--- src/rtl/lvds_iq_deframer.sv ---
// lvds_iq_deframer: locks to 32-bit LVDS I/Q words and emits 13-bit samples; IQ_DEFRAMER_STATS_EN adds err/frame counters
module lvds_iq_deframer #(
  parameter int MISS_LIMIT = 3
) (
  input  logic        clk,
  input  logic        reset,
  input  logic        rx_en,
  input  logic [1:0]  rx_d,
  output logic        iq_valid,
  output logic [12:0] i_out,
  output logic [12:0] q_out,
  output logic        eom,
  output logic        locked,
  output logic [7:0]  err_count,
  output logic [15:0] frame_count
);
  typedef enum logic {HUNT, LOCKED} state_t;
  localparam logic [3:0] LIM = 4'(MISS_LIMIT);
  state_t      r_state, w_next;
  logic [31:0] r_sr;
  logic [3:0]  r_phase, w_phase, r_miss, w_miss;
  logic        w_data, w_eomw, w_zero, w_emit, w_eom;
  assign w_data = r_sr[31:30] == 2'b10 && r_sr[16] && r_sr[15:14] == 2'b01 && !r_sr[0];
  assign w_eomw = r_sr == 32'h8000_4000;
  assign w_zero = r_sr == '0;
  // shift register, state, word phase and miss counter
  always_ff @(posedge clk or posedge reset)
    if (reset) begin
      r_sr    <= '0;
      r_state <= HUNT;
      r_phase <= '0;
      r_miss  <= '0;
    end else begin
      r_sr    <= rx_en ? {r_sr[29:0], rx_d[0], rx_d[1]} : '0;
      r_state <= w_next;
      r_phase <= w_phase;
      r_miss  <= w_miss;
    end
  // hunt every cycle, then evaluate one word per 16 clocks while locked
  always_comb begin
    w_next  = r_state;
    w_phase = r_phase + 4'd1;
    w_miss  = r_miss;
    w_emit  = 1'b0;
    w_eom   = 1'b0;
    if (!rx_en) begin
      w_next  = HUNT;
      w_phase = '0;
      w_miss  = '0;
    end else if (r_state == HUNT) begin
      w_phase = '0;
      if (w_data) begin
        w_emit = 1'b1;
        w_next = LOCKED;
        w_miss = '0;
      end
    end else if (r_phase == 4'd15) begin
      if (w_data) begin
        w_emit = 1'b1;
        w_miss = '0;
      end else if (w_eomw) begin
        w_eom  = 1'b1;
        w_next = HUNT;
      end else if (!w_zero) begin
        w_miss = r_miss + 4'd1;
        w_next = w_miss >= LIM ? HUNT : LOCKED;
      end
    end
  end
  // registered strobes, lock flag and held sample
  always_ff @(posedge clk or posedge reset)
    if (reset) begin
      iq_valid <= 1'b0;
      eom      <= 1'b0;
      locked   <= 1'b0;
      i_out    <= '0;
      q_out    <= '0;
    end else begin
      iq_valid <= w_emit;
      eom      <= w_eom;
      locked   <= w_next == LOCKED;
      if (w_emit) begin
        i_out <= r_sr[29:17];
        q_out <= r_sr[13:1];
      end
    end
`ifdef IQ_DEFRAMER_STATS_EN
  logic [7:0]  r_err;
  logic [15:0] r_frames;
  logic        w_err;
  assign w_err = rx_en && r_state == LOCKED && r_phase == 4'd15 && !w_data && !w_eomw && !w_zero;
  // saturating invalid-word counter and wrapping sample counter
  always_ff @(posedge clk or posedge reset)
    if (reset) begin
      r_err    <= '0;
      r_frames <= '0;
    end else begin
      if (w_err && r_err != 8'hFF) r_err <= r_err + 8'd1;
      if (w_emit) r_frames <= r_frames + 16'd1;
    end
  assign err_count   = r_err;
  assign frame_count = r_frames;
`else
  assign err_count   = '0;
  assign frame_count = '0;
`endif
endmodule

--- config.mk ---
export PLATFORM = sky130hd
export DESIGN_NAME = lvds_iq_deframer
export DESIGN_NICKNAME = d
export VERILOG_FILES = /design/src/rtl/lvds_iq_deframer.sv
export SDC_FILE = /design/constraint.sdc
export NUM_CORES = 1
export LEC_CHECK = 0
export CAP_MARGIN = 20
export CORE_UTILIZATION = 45
export CTS_BUF_LIST = sky130_fd_sc_hd__clkbuf_4 sky130_fd_sc_hd__clkbuf_8
export CTS_CLUSTER_SIZE = 8
export DETAILED_ROUTE_END_ITERATION = 10
export PLACE_DENSITY = 0.7
export SYNTH_ARGS = -nofsm -noshare
export SYNTH_HDL_FRONTEND = slang
export SYNTH_SLANG_ARGS = --single-unit
--- constraint.sdc ---
create_clock -name clk -period 3.6 [get_ports clk]
set_clock_uncertainty 0.1 [all_clocks]
set_input_delay 0.72 -clock clk [delete_from_list [all_inputs] [get_ports clk]]
set_output_delay 0.72 -clock clk [all_outputs]
set_load 0.02 [all_outputs]
* Word level (Yosys, flattened, before mapping)
Cells that the tools add are included.
** Word-level totals
- Bits in registers :: 69
- Input bits :: 5
- Output and inout bits :: 53
- Logic and storage cells :: 51
** Cells by class
- $lt $le $gt $ge :: 1
- $add $sub $neg :: 2
- Reductions and logical operators :: 6
- Equal/unequal tests :: 8
- Multiplexer cells :: 26
** Operator list (count)
- $mux 4 :: 9
- $eq 32x32->1 const B :: 1
- $logic_not 32->1 :: 1
- $mux 32 :: 1
- $mux 1 :: 16
- $add 4x1->4 const B :: 2
- $ne 4x4->1 const B :: 2
- $eq 4x4->1 const B :: 1
- $ge 4x2->1 const B :: 1
- $reduce_and 4->1 :: 1
- $logic_and 1x1->1 :: 3
- $ne 3x1->1 const B :: 1
- $ne 3x2->1 const B :: 1
- $eq 2x1->1 const B :: 1
- $eq 2x2->1 const B :: 1
- $logic_not 1->1 :: 1

* Depth between registers and ports, before layout
- Depth in word-level cells :: 9
- Gate-level depth with buffers :: 6

* Worst setup path after synthesis
Ideal clock, no wire load.
- Kind :: reg2reg
- Start point :: register r_sr[15]
- End point :: register r_miss[3]
- Arrival :: 1.634 ns
- Library setup time :: 0.126 ns
- Cell stages (with the launch flop) :: 7
- Path slack :: 1.740 ns
- Path through :: dfrtp_1 -> and4bb_1 -> and3b_1 -> buf_6 -> mux2i_1 -> or2_1 -> a311o_1
** On the way
- Cells in the longest elaborated chain, start to end :: 7
** RTL lines
- from (decl) :: line 20 : logic [31:0] r_sr;
- from (signal assigned) :: line 34 : r_sr <= rx_en ? {r_sr[29:0], rx_d[0], rx_d[1]} : '0;
- $eq 2x1->1 :: line 23 : assign w_data = r_sr[31:30] == 2'b10 && r_sr[16] && r_sr[15:14] == 2'b01 && !r_sr[0];
- $logic_and 1x1->1 (2 in a row) :: line 23
- $mux 4 :: line 58 : if (w_data) begin
- $mux 4 :: line 57 : end else if (r_phase == 4'd15) begin
- $mux 4 :: line 50 : end else if (r_state == HUNT) begin
- $mux 4 :: line 46 : if (!rx_en) begin
- to (signal assigned) :: line 37 : r_miss <= w_miss;
- to (decl) :: line 21 : logic [3:0] r_phase, w_phase, r_miss, w_miss;
Parallel ways exist; a longest one is shown, timed or not. The select of a mux whose other input is x is not followed.
A chain may end at the register's enable or synchronous reset.

* Worst setup path after layout
- Start point :: register locked
- End point :: output locked
** RTL lines
- from (decl) :: line 13 : output logic locked,
- from (signal assigned) :: line 75 : locked <= 1'b0;
- from (signal assigned) :: line 81 : locked <= w_next == LOCKED;
No word-level cell between the ends.

==> run summary <==
The run finished with clean final reports. In the final design database the tool counted 269 nets. The largest individual stage delay along the critical path comes from the cell sky130_fd_sc_hd__clkdlybuf4s50_1.

The placed instance count is 325. The final-report max-slew violation count is 0. The final hold slack is 379 ps. With fillers left out, the area of the finished cells amounts to 3400 um2. The initial DRC count is 68. During synthesis, Yosys emitted a total of 0 warnings. The vertical die dimension is 82.0 um. The insertion delay of the later-clocked pin in the worst-skew pair is 340 ps. The launch point of the worst path is locked$_DFF_PP0_. 0 antenna diodes ended up in the layout.

In this run the core area contains 28 standard-cell rows. The final instance count without filler cells is 341. Setup repair after global routing left no endpoint under its margin. After synthesis, the cell types taking the most area are sky130_fd_sc_hd__dfrtp_1 60%, sky130_fd_sc_hd__mux2_2 9.8%, sky130_fd_sc_hd__and2_1 7.0%, sky130_fd_sc_hd__buf_4 6.3%, sky130_fd_sc_hd__nor4_1 1.7%.

For the final routed database, the setup TNS stands at 0 ps. The synthesized area per cell came out at 12.9 um2. The maximum single-stage delay on the critical path is 660 ps. The starting utilization of the core area is 0.477. Of the post-synthesis cell area, the dominant cell type holds 0.600. The kind of cell adding the most delay to the critical path is buffers and inverters. The final period utilization is 0.643. The number of iterations in the first detailed-routing pass came out at 4. The number of vias after detailed routing is 1,682.

Static timing analysis puts the maximum clock frequency at 0.432 GHz. The pin count of the biggest net entering global routing came out at 70. Leaving out fill and tap cells, the most frequent cell in the layout is sky130_fd_sc_hd__dfrtp_1. Setup violations remaining at the end of the flow were counted as 0. IR analysis of the VDD net gives a maximum drop of 303 uV. STA classifies the critical path endpoint as a primary output. The first global-routing pass estimated 7690 um of wire. Measured against its own limit, the worst slew margin works out to 0.437. The wire length reported by the detailed router came out at 4740 um.

Summed over all nets, the half-perimeter wirelength after detailed placement is 3150 um. Max-cap violations in this run came to 0. By startpoint and endpoint, the worst setup path is classified as reg2out. The total number of H-tree levels is 3.

The number of buffer and inverter instances along the worst setup path came out at 1. The area of the core region is 6030 um2. The count of buffers added on input and output ports is 33.

The min-delay analysis places its worst path in the category reg2reg. The initial antenna violation count is 0. Across every metal layer, demand over resource in global routing totals 0.162. The post-synthesis cell type count came out at 43.

The critical path goes through clkdlybuf4s50_1. The clock slew at the register clock pins of the worst setup and hold paths came out at 70 ps. In the synthesized netlist, the number of instances is 223. The reg-to-reg critical path endpoint is q_out[1]$_DFFE_PP0P_.

The width of the die is 82.0 um. In this run, post-CTS repair resized a total of 0 instances. The worst setup path is launched from a flop.

The worst register-to-register path has a setup slack of 1440 ps. Of all cell types, the one taking the most synthesized area is sky130_fd_sc_hd__dfrtp_1. The area growth from synthesis to final layout is 18.4%.

The post-detailed-route via-to-cell ratio is 4.93. In the layout the commonest cells are 69 x sky130_fd_sc_hd__dfrtp_1, 33 x sky130_fd_sc_hd__clkdlybuf4s50_1, 32 x sky130_fd_sc_hd__and2_1. The count of hold buffers inserted by post-cts repair is 0.

The count of boundary I/O pins is 58. The endpoint arrival time on the critical path came out at 1500 ps. The CTS tree is yes.

Dividing total power by cell area gives a power density of 447 nW/um2. The count of endpoints failing hold in the final timing report came to 0. Counting instances, the worst hold path has a depth of 1. Counting flops and latches in the post-synthesis netlist gives 69. TritonCTS created 9 clock buffers. The maximum fanout along the worst path is 8.

The remaining antenna violation count after routing came out at 0. The part of the Yosys area used for sequential elements came out at 0.600. The maximum buffer depth of the clock tree is 2. For hold timing, the worst endpoint is r_phase[0]$_DFF_PP0_. The tree is rooted in a sky130_fd_sc_hd__clkbuf_8.

The overflow left after global routing came out at 0. The routability congestion estimate from global placement is 0.792. The cell area after technology mapping is 2880 um2. The final critical delay including setup and external delays is 2320 ps. The count of unresolved DRC violations after routing is 0. The number of global-route vias before repair is 1,584. The critical path data required time is 2780 ps. Clock tree synthesis found a total of 69 sinks. The static leakage power is 0.00169 uW. The overall die area is 6720 um2. Dividing the detail-routed wire length by the instance count gives 13.9 um. Summing all placed instances gives a cell area of 3190 um2. The proportion of layout cells with a drive suffix above 1 is 0.192. The total power came out at 1520 uW. At the pin with the least slew margin, the transition time is 844 ps.

The startpoint identified for the worst hold timing path is r_phase[0]$_DFF_PP0_. In this run the critical register-to-register path is launched from r_sr[15]$_DFF_PP0_. The cell depth of the worst flop-to-flop path is 4.

The post-CTS repair timing setup buffer count is 0.
[area by class of cell]
cell class | instances | area, um2
inverters | 4 | 15.0
well taps | 75 | 93.8
flip-flops and latches | 69 | 1730
clock inverters | 6 | 87.6
clock buffers | 10 | 131
fillers | 526 | 2620
repair buffers | 35 | 345
multi-input cells | 142 | 1000
[worst max-delay path by stage]
stage	cells after the start	slack [ps]	endpoint
floorplan	1	1040	eom$_DFF_PP0_
global placement	5	1170	r_miss[3]$_DFFE_PP0P_
detailed placement	5	1140	r_miss[3]$_DFFE_PP0P_
CTS	1	1270	locked
global route	1	1220	locked
finish	1	1280	locked
[flip-flops by register name, indices dropped and copies added, names as in the netlist]
register and cells:
i_out 13, q_out 13, iq_valid 1, eom 1, locked 1, r_phase 4, r_miss 4, r_sr 32
[synthesized netlist by cell type (all sizes together)]
cell / n
a21oi: 2
and3: 3
o21ai: 2
a31oi: 1
dfrtp: 69
nand2: 6
nand4: 1
and4bb: 1
o211ai: 1
xor2: 1
nor3: 2
nor4: 8
nand3b: 1
or4: 1
and2: 33
conb: 1
clkbuf: 4
xnor2: 1
nand2b: 1
o2bb2ai: 1
nand3: 5
a311o: 1
a211oi: 1
a41oi: 1
or2: 1
ha: 3
mux2: 26
and4: 1
or3: 1
and3b: 1
o32ai: 1
nor2: 6
inv: 4
mux2i: 2
o22a: 1
o31a: 1
buf: 27
[stage by stage]
step           utilization  setup slack (ps)
2_1_floorplan            -              1040
3_3_place_gp         0.529              1170
5_1_grt              0.565              1220
4_1_cts              0.565              1270
3_5_place_dp         0.529              1140
6_report             0.565              1280
[report_power, final]
part           total, uW  internal [uW]  switching [uW]  leakage [uW]
Clock                682            398             285      0.000114
Sequential           781            778            3.15      0.000960
Combinational       58.0           10.6            47.4      0.000614
[cells by family (layout without fill, tap and decap cells)]
family,count (synthesis),after routing,share of synthesized area
xor+xnor,2,2,0.00609
fa+ha+maj,3,3,0.0131
mux,28,28,0.109
flops,69,69,0.600
simple gates,72,72,0.157
compound gates,13,13,0.0335
buf+inv,35,55,0.0805
other cells,1,24,0.00130
[layer usage]
metal,vias to the layer above,GRT usage,routed length [um],part of all wire
li1,795,-,-,-
met4,0,0.0947,75,0.016
met2,48,0.237,2190,0.46
met1,834,0.220,2280,0.48
met3,5,0.0367,197,0.042
met5,-,0,0,0
Note: power is estimated with default switching activity, not from simulation.
